===== src/rtl/uart_cmd_responder.sv =====
// UART command endpoint: pairs received bytes into 16-bit commands (with an
// inter-byte timeout) and sends single-byte responses through the UART transmitter.

module uart_cmd_responder_chk (
  input logic clk,
  input logic rst_n,
  input logic rx_rdy,
  input logic clr_rx_rdy,
  input logic complete,
  input logic cmd_rdy,
  input logic trmt,
  input logic resp_busy,
  input logic resp_sent
);

  a_clr_needs_rdy: assert property (@(posedge clk) disable iff (!rst_n) clr_rx_rdy |-> rx_rdy);
  a_complete_sets_rdy: assert property (@(posedge clk) disable iff (!rst_n) complete |=> cmd_rdy);
  a_trmt_single: assert property (@(posedge clk) disable iff (!rst_n) trmt |=> !trmt);
  a_trmt_busy: assert property (@(posedge clk) disable iff (!rst_n) trmt |-> resp_busy);
  a_sent_single: assert property (@(posedge clk) disable iff (!rst_n) resp_sent |=> !resp_sent);
  a_sent_idle: assert property (@(posedge clk) disable iff (!rst_n) resp_sent |-> !resp_busy);

endmodule

module uart_cmd_responder #(
  parameter int unsigned TIMEOUT_CLKS = 32'd52080
) (
  input  logic        clk,
  input  logic        rst_n,
  input  logic        rx_rdy,
  input  logic [7:0]  rx_data,
  output logic        clr_rx_rdy,
  output logic [15:0] cmd,
  output logic        cmd_rdy,
  input  logic        clr_cmd_rdy,
  input  logic        send_resp,
  input  logic [7:0]  resp,
  output logic        trmt,
  output logic [7:0]  tx_data,
  input  logic        tx_done,
  output logic        resp_busy,
  output logic        resp_sent
);

  localparam logic [15:0] TIMEOUT_LAST = 16'(TIMEOUT_CLKS - 32'd1);

  typedef enum logic {
    IDLE    = 1'b0,
    WAIT_LO = 1'b1
  } rx_state_t;

  typedef enum logic [1:0] {
    RIDLE = 2'd0,
    START = 2'd1,
    BUSY  = 2'd2
  } tx_state_t;

  rx_state_t   rx_state_r;
  rx_state_t   rx_next_s;
  logic [15:0] cnt_r;
  logic [15:0] cnt_next_s;
  logic [7:0]  hold_r;
  logic [15:0] cmd_r;
  logic        cmd_rdy_r;
  logic        cmd_rdy_next_s;
  logic        load_hi_s;
  logic        complete_s;
  logic        clr_rx_s;

  tx_state_t   tx_state_r;
  tx_state_t   tx_next_s;
  logic        load_tx_s;
  logic        sent_s;
  logic        first_busy_r;
  logic        trmt_r;
  logic [7:0]  tx_data_r;
  logic        resp_busy_r;
  logic        resp_sent_r;

  // Receive FSM: next state, byte consume strobe and timeout counter update.
  always_comb begin
    rx_next_s  = rx_state_r;
    cnt_next_s = cnt_r;
    load_hi_s  = 1'b0;
    complete_s = 1'b0;
    clr_rx_s   = 1'b0;
    case (rx_state_r)
      IDLE: begin
        cnt_next_s = 16'h0000;
        if (rx_rdy) begin
          clr_rx_s  = 1'b1;
          load_hi_s = 1'b1;
          rx_next_s = WAIT_LO;
        end else begin
          rx_next_s = IDLE;
        end
      end
      WAIT_LO: begin
        // A low byte on the final timeout cycle still completes the command.
        if (rx_rdy) begin
          clr_rx_s   = 1'b1;
          complete_s = 1'b1;
          cnt_next_s = 16'h0000;
          rx_next_s  = IDLE;
        end else if (cnt_r == TIMEOUT_LAST) begin
          cnt_next_s = 16'h0000;
          rx_next_s  = IDLE;
        end else begin
          cnt_next_s = cnt_r + 16'd1;
          rx_next_s  = WAIT_LO;
        end
      end
      default: begin
        cnt_next_s = 16'h0000;
        rx_next_s  = IDLE;
      end
    endcase
  end

  // Command-ready flag: a completing command beats a simultaneous clear.
  always_comb begin
    if (complete_s) begin
      cmd_rdy_next_s = 1'b1;
    end else if (clr_cmd_rdy) begin
      cmd_rdy_next_s = 1'b0;
    end else begin
      cmd_rdy_next_s = cmd_rdy_r;
    end
  end

  // Receive-side state, counter, high-byte hold and command registers.
  always_ff @(posedge clk or negedge rst_n) begin
    if (!rst_n) begin
      rx_state_r <= IDLE;
      cnt_r      <= 16'h0000;
      hold_r     <= 8'h00;
      cmd_r      <= 16'h0000;
      cmd_rdy_r  <= 1'b0;
    end else begin
      rx_state_r <= rx_next_s;
      cnt_r      <= cnt_next_s;
      cmd_rdy_r  <= cmd_rdy_next_s;
      if (load_hi_s) begin
        hold_r <= rx_data;
      end
      if (complete_s) begin
        cmd_r <= {hold_r, rx_data};
      end
    end
  end

  // Transmit FSM: next state, response capture and completion strobe.
  always_comb begin
    tx_next_s = tx_state_r;
    load_tx_s = 1'b0;
    sent_s    = 1'b0;
    case (tx_state_r)
      RIDLE: begin
        if (send_resp) begin
          load_tx_s = 1'b1;
          tx_next_s = START;
        end else begin
          tx_next_s = RIDLE;
        end
      end
      START: begin
        tx_next_s = BUSY;
      end
      BUSY: begin
        // tx_done may still be stale on the first busy cycle.
        if (!first_busy_r && tx_done) begin
          sent_s    = 1'b1;
          tx_next_s = RIDLE;
        end else begin
          tx_next_s = BUSY;
        end
      end
      default: begin
        tx_next_s = RIDLE;
      end
    endcase
  end

  // Transmit-side state and registered handshake outputs.
  always_ff @(posedge clk or negedge rst_n) begin
    if (!rst_n) begin
      tx_state_r   <= RIDLE;
      first_busy_r <= 1'b0;
      trmt_r       <= 1'b0;
      tx_data_r    <= 8'h00;
      resp_busy_r  <= 1'b0;
      resp_sent_r  <= 1'b0;
    end else begin
      tx_state_r   <= tx_next_s;
      first_busy_r <= (tx_state_r == START);
      trmt_r       <= (tx_next_s == START);
      resp_busy_r  <= (tx_next_s != RIDLE);
      resp_sent_r  <= sent_s;
      if (load_tx_s) begin
        tx_data_r <= resp;
      end
    end
  end

  assign clr_rx_rdy = clr_rx_s;
  assign cmd        = cmd_r;
  assign cmd_rdy    = cmd_rdy_r;
  assign trmt       = trmt_r;
  assign tx_data    = tx_data_r;
  assign resp_busy  = resp_busy_r;
  assign resp_sent  = resp_sent_r;

  uart_cmd_responder_chk u_chk (
    .clk        (clk),
    .rst_n      (rst_n),
    .rx_rdy     (rx_rdy),
    .clr_rx_rdy (clr_rx_s),
    .complete   (complete_s),
    .cmd_rdy    (cmd_rdy_r),
    .trmt       (trmt_r),
    .resp_busy  (resp_busy_r),
    .resp_sent  (resp_sent_r)
  );

endmodule


===== config.mk =====
export PLATFORM = sky130hd
export DESIGN_NAME = uart_cmd_responder
export DESIGN_NICKNAME = d
export VERILOG_FILES = /design/src/rtl/uart_cmd_responder.sv
export SDC_FILE = /design/constraint.sdc
export NUM_CORES = 1
export LEC_CHECK = 0
export CORE_MARGIN = 5
export CORE_UTILIZATION = 45
export DETAILED_ROUTE_END_ITERATION = 6
export GPL_ROUTABILITY_DRIVEN = 0
export PLACE_DENSITY = 0.83
export SLEW_MARGIN = 20
export SYNTH_ARGS = -nofsm -noshare
export SYNTH_HDL_FRONTEND = slang
export SYNTH_SLANG_ARGS = --single-unit

===== constraint.sdc =====
create_clock -name clk -period 1.87 [get_ports clk]
set_input_delay 0.374 -clock clk [delete_from_list [all_inputs] [get_ports clk]]
set_output_delay 0.374 -clock clk [all_outputs]
set_load 0.01 [all_outputs]

==> flow_summary.yaml, run 1 <==
global_route:
  grt_usage: 0.133
  use_met1: 0.167
  grtUsageMet3: 0.0421
  busiest_layer: "met2"
  use_met2: 0.215
  grt_max_degree: 33
  overflow: 0
  antenna_found_initial: 0
  grt_pass1_vias: 1430
  grt_pass1_wl_um: 6760
clock_network:
  cts_tree: "done"
  cts_root_buf: "clkbuf_8"
  cts_buffer_depth: 2
  cts_buffers: 5
  ctsResizeCount: 0
  post_cts_buffers: 0
  clk_pin_slew_ns: 0.09
  clock_latency_ns: 0.30
  cts_max_level: 2
  clock_sinks: 56
  postCtsHoldBufs: 0
layout:
  regArea_um2: 1400
  area_growth_pct: 29.5
  layout.nets: 248
  drive_above_1_share: 0.221
  final_area_um2: 2960
  fillCellCount: 424
  multi_input_area_um2: 832
  n_antenna_cell: 0
  fin_cells: 296
placement:
  port_buffers: 50
  post-place-cells: 288
  dp_hpwl_um: 2900
  dp_slack_ns: 0.0628
  placed_area_um2: 2880
routing:
  first_pass_iters: 4
  drtIter0Drc: 50
  vias: 1471
  wire_per_inst_um: 13.5
  drt_wl_total_um: 3990
  drc_errors: 0
  viasPerCell: 4.97
  ant_nets: 0
synthesis:
  synthCells: 169
  yosys-top-cells-area: "dfrtp_1, mux2_2, nor2_1"
  yosys.area.top_type: "dfrtp_1"
  postSynthNetCount: 192
  synth_seq_cells: 56
  ys_seq_area_frac: 0.612
  synth_warnings: 0
  syn_area_per_cell_um2: 13.5
  synth_top_area_share: 0.612
  ys_types: 32
  netlist_area_um2: 2290
timing:
  fmax_ghz: 0.554
  finalHoldViolCount: 0
  fin_crit_sh: 0.965
  setup_viol: 0
  relSlewSlack: 0.630
  skew_ns: 0.00653
  min_period_ns: 1.80
  finalMaxSlewViolations: 0
  tns_ns: 0
  setup_slack_ns: 0.0658
  rsz0062_at_grt: "false"
  whs_ns: 0.0474
  tightestPinTransition_ns: 0.555
floorplan:
  die_x_um: 81.3
  io_pins: 51
  die_area_um2: 6610
  placementRows: 26
  start_util: 0.457
  die_h_um: 81.3
  core_um2: 5010
power_and_ir_drop:
  p_per_area_nw_per_um2: 1140
  ir_worst_vdd_mv: 0.629
  power.leakage_nw: 1.23
outcome:
  status: "complete, no violations"
flow_run:
  maxCapViolCount: 0
setup_path:
  cp-startpoint: "rx_rdy"
  critPathMaxStageDelay_ns: 0.55
  required_ns: 1.50
  cp_max_fo: 4
  crit_top_cell: "clkdlybuf4s50_1"
  r2r_start: "cnt_r[10]"
  cp_slowest_cell: "clkdlybuf4s50_1"
  cp-start-kind: "primary input"
  cp-end-kind: "output pin"
  worstPathArrival_ns: 1.43
  crit_family: "buffers and inverters"
  criticalPathCategory: "primary input to output pin"
  path_buf_inv: 2
  worstPathCellList: "clkdlybuf4s50_1, clkdlybuf4s50_1"
worst_hold_path:
  hp-class: "primary input to asynchronous set/reset pin"
## cell type report
type,count,share of cell area
flip-flops and latches,56,0.473
multi-input cells,104,0.281
repair buffers,55,0.184
well taps,70,0.0296
clock buffers,7,0.0258
inverters,3,0.00380
clock inverters,1,0.00296
## path summary, 6_finish.rpt
| kind | end | slack, ns | cells past startpoint |
|---|---|---|---|
| setup reg to reg | cnt_r[13] | 0.23 | 5 |
| hold reg to reg | trmt | 0.48 | 1 |
| min in group clk | trmt | 0.48 | 1 |
| max in group asynchronous | cnt_r[7] | 1.26 | 2 |
| hold / removal | hold_r[5] | 0.05 | 1 |
| setup / recovery | clr_rx_rdy | 0.07 | 2 |
## cells in the final DEF (no fill, tap or decap), types with 2 or more instances in the layout
cell / instances
clkdlybuf4s50_1: 49
clkbuf_8: 5
xnor2_1: 7
nor2_1: 17
and4_1: 2
nand2_1: 6
xor2_1: 6
nand4_1: 7
nor3b_1: 3
mux2_2: 32
clkbuf_1: 2
buf_4: 4
dfrtp_1: 56
nand3_1: 4
inv_1: 3
nor2b_1: 3
nor3_1: 3
## stage by stage
stage / power, W / util
finish: 0.00337 / 0.591
detailed placement: 0.00278 / 0.574
floorplan: 0.00214 / -
global placement: 0.00274 / 0.574
CTS: 0.00342 / 0.591
global route: 0.00357 / 0.591
## synthesized netlist by cell type
master / number
a21o_1: 1
and4_2: 1
xor2_1: 6
buf_2: 1
and4_1: 2
nor4_1: 1
dfrtp_1: 56
nor2b_1: 3
nand3_2: 1
nor3_1: 3
buf_1: 1
o31ai_1: 1
clkbuf_2: 1
mux2_2: 32
nor3b_1: 3
a21oi_1: 1
nor4b_2: 1
buf_4: 1
nand2_1: 6
inv_1: 3
nand4_1: 7
or2_2: 1
o311ai_4: 1
nand2b_1: 1
o21ai_0: 1
buf_6: 2
nand3_1: 4
ha_1: 1
xnor2_1: 7
or4_1: 1
or2b_2: 1
nor2_1: 17
## metal layers
| metal | up-vias | wire [um] |
|---|---|---|
| met5 | - | 0 |
| met4 | 0 | 57 |
| met3 | 5 | 320 |
| met2 | 39 | 1870 |
| met1 | 734 | 1750 |
| li1 | 693 | - |
## cell families (layout without fill, tap and decap cells)
kind of cell / Yosys count / in the layout / synth area share
XOR/XNOR: 13 / 13 / 0.0498
AO/OA/AOI/OAI: 5 / 5 / 0.0224
adder cells (fa/ha/maj): 1 / 1 / 0.00547
buffers and inverters: 9 / 66 / 0.0241
flip-flops: 56 / 56 / 0.612
multiplexers: 32 / 32 / 0.157
AND/OR/NAND/NOR: 53 / 53 / 0.128
## state kept, by name (all words and copies together) (netlist names), 2 cells and up
signal	cells
tx_state_r	2
cnt_r	16
hold_r	8
cmd	16
tx_data	8
## power by group
group	total, W	switching (W)	internal (W)
registers	0.00165	0.000145	0.00151
logic	0.00107	0.000381	0.000693
clock network	0.000637	0.000368	0.000268
No activity file was read; power rests on OpenSTA's default activity.
==> run 2, diff against run 1 <==
--- a/config.mk
+++ b/config.mk
@@ -10,7 +10,7 @@
 export DETAILED_ROUTE_END_ITERATION = 6
 export GPL_ROUTABILITY_DRIVEN = 0
 export PLACE_DENSITY = 0.83
-export SLEW_MARGIN = 20
+export SLEW_MARGIN = 0
 export SYNTH_ARGS = -nofsm -noshare
 export SYNTH_HDL_FRONTEND = slang
 export SYNTH_SLANG_ARGS = --single-unit
==> results of run 2 <==
Same layout as run 1: the final DEF is identical, and so are final timing and power.
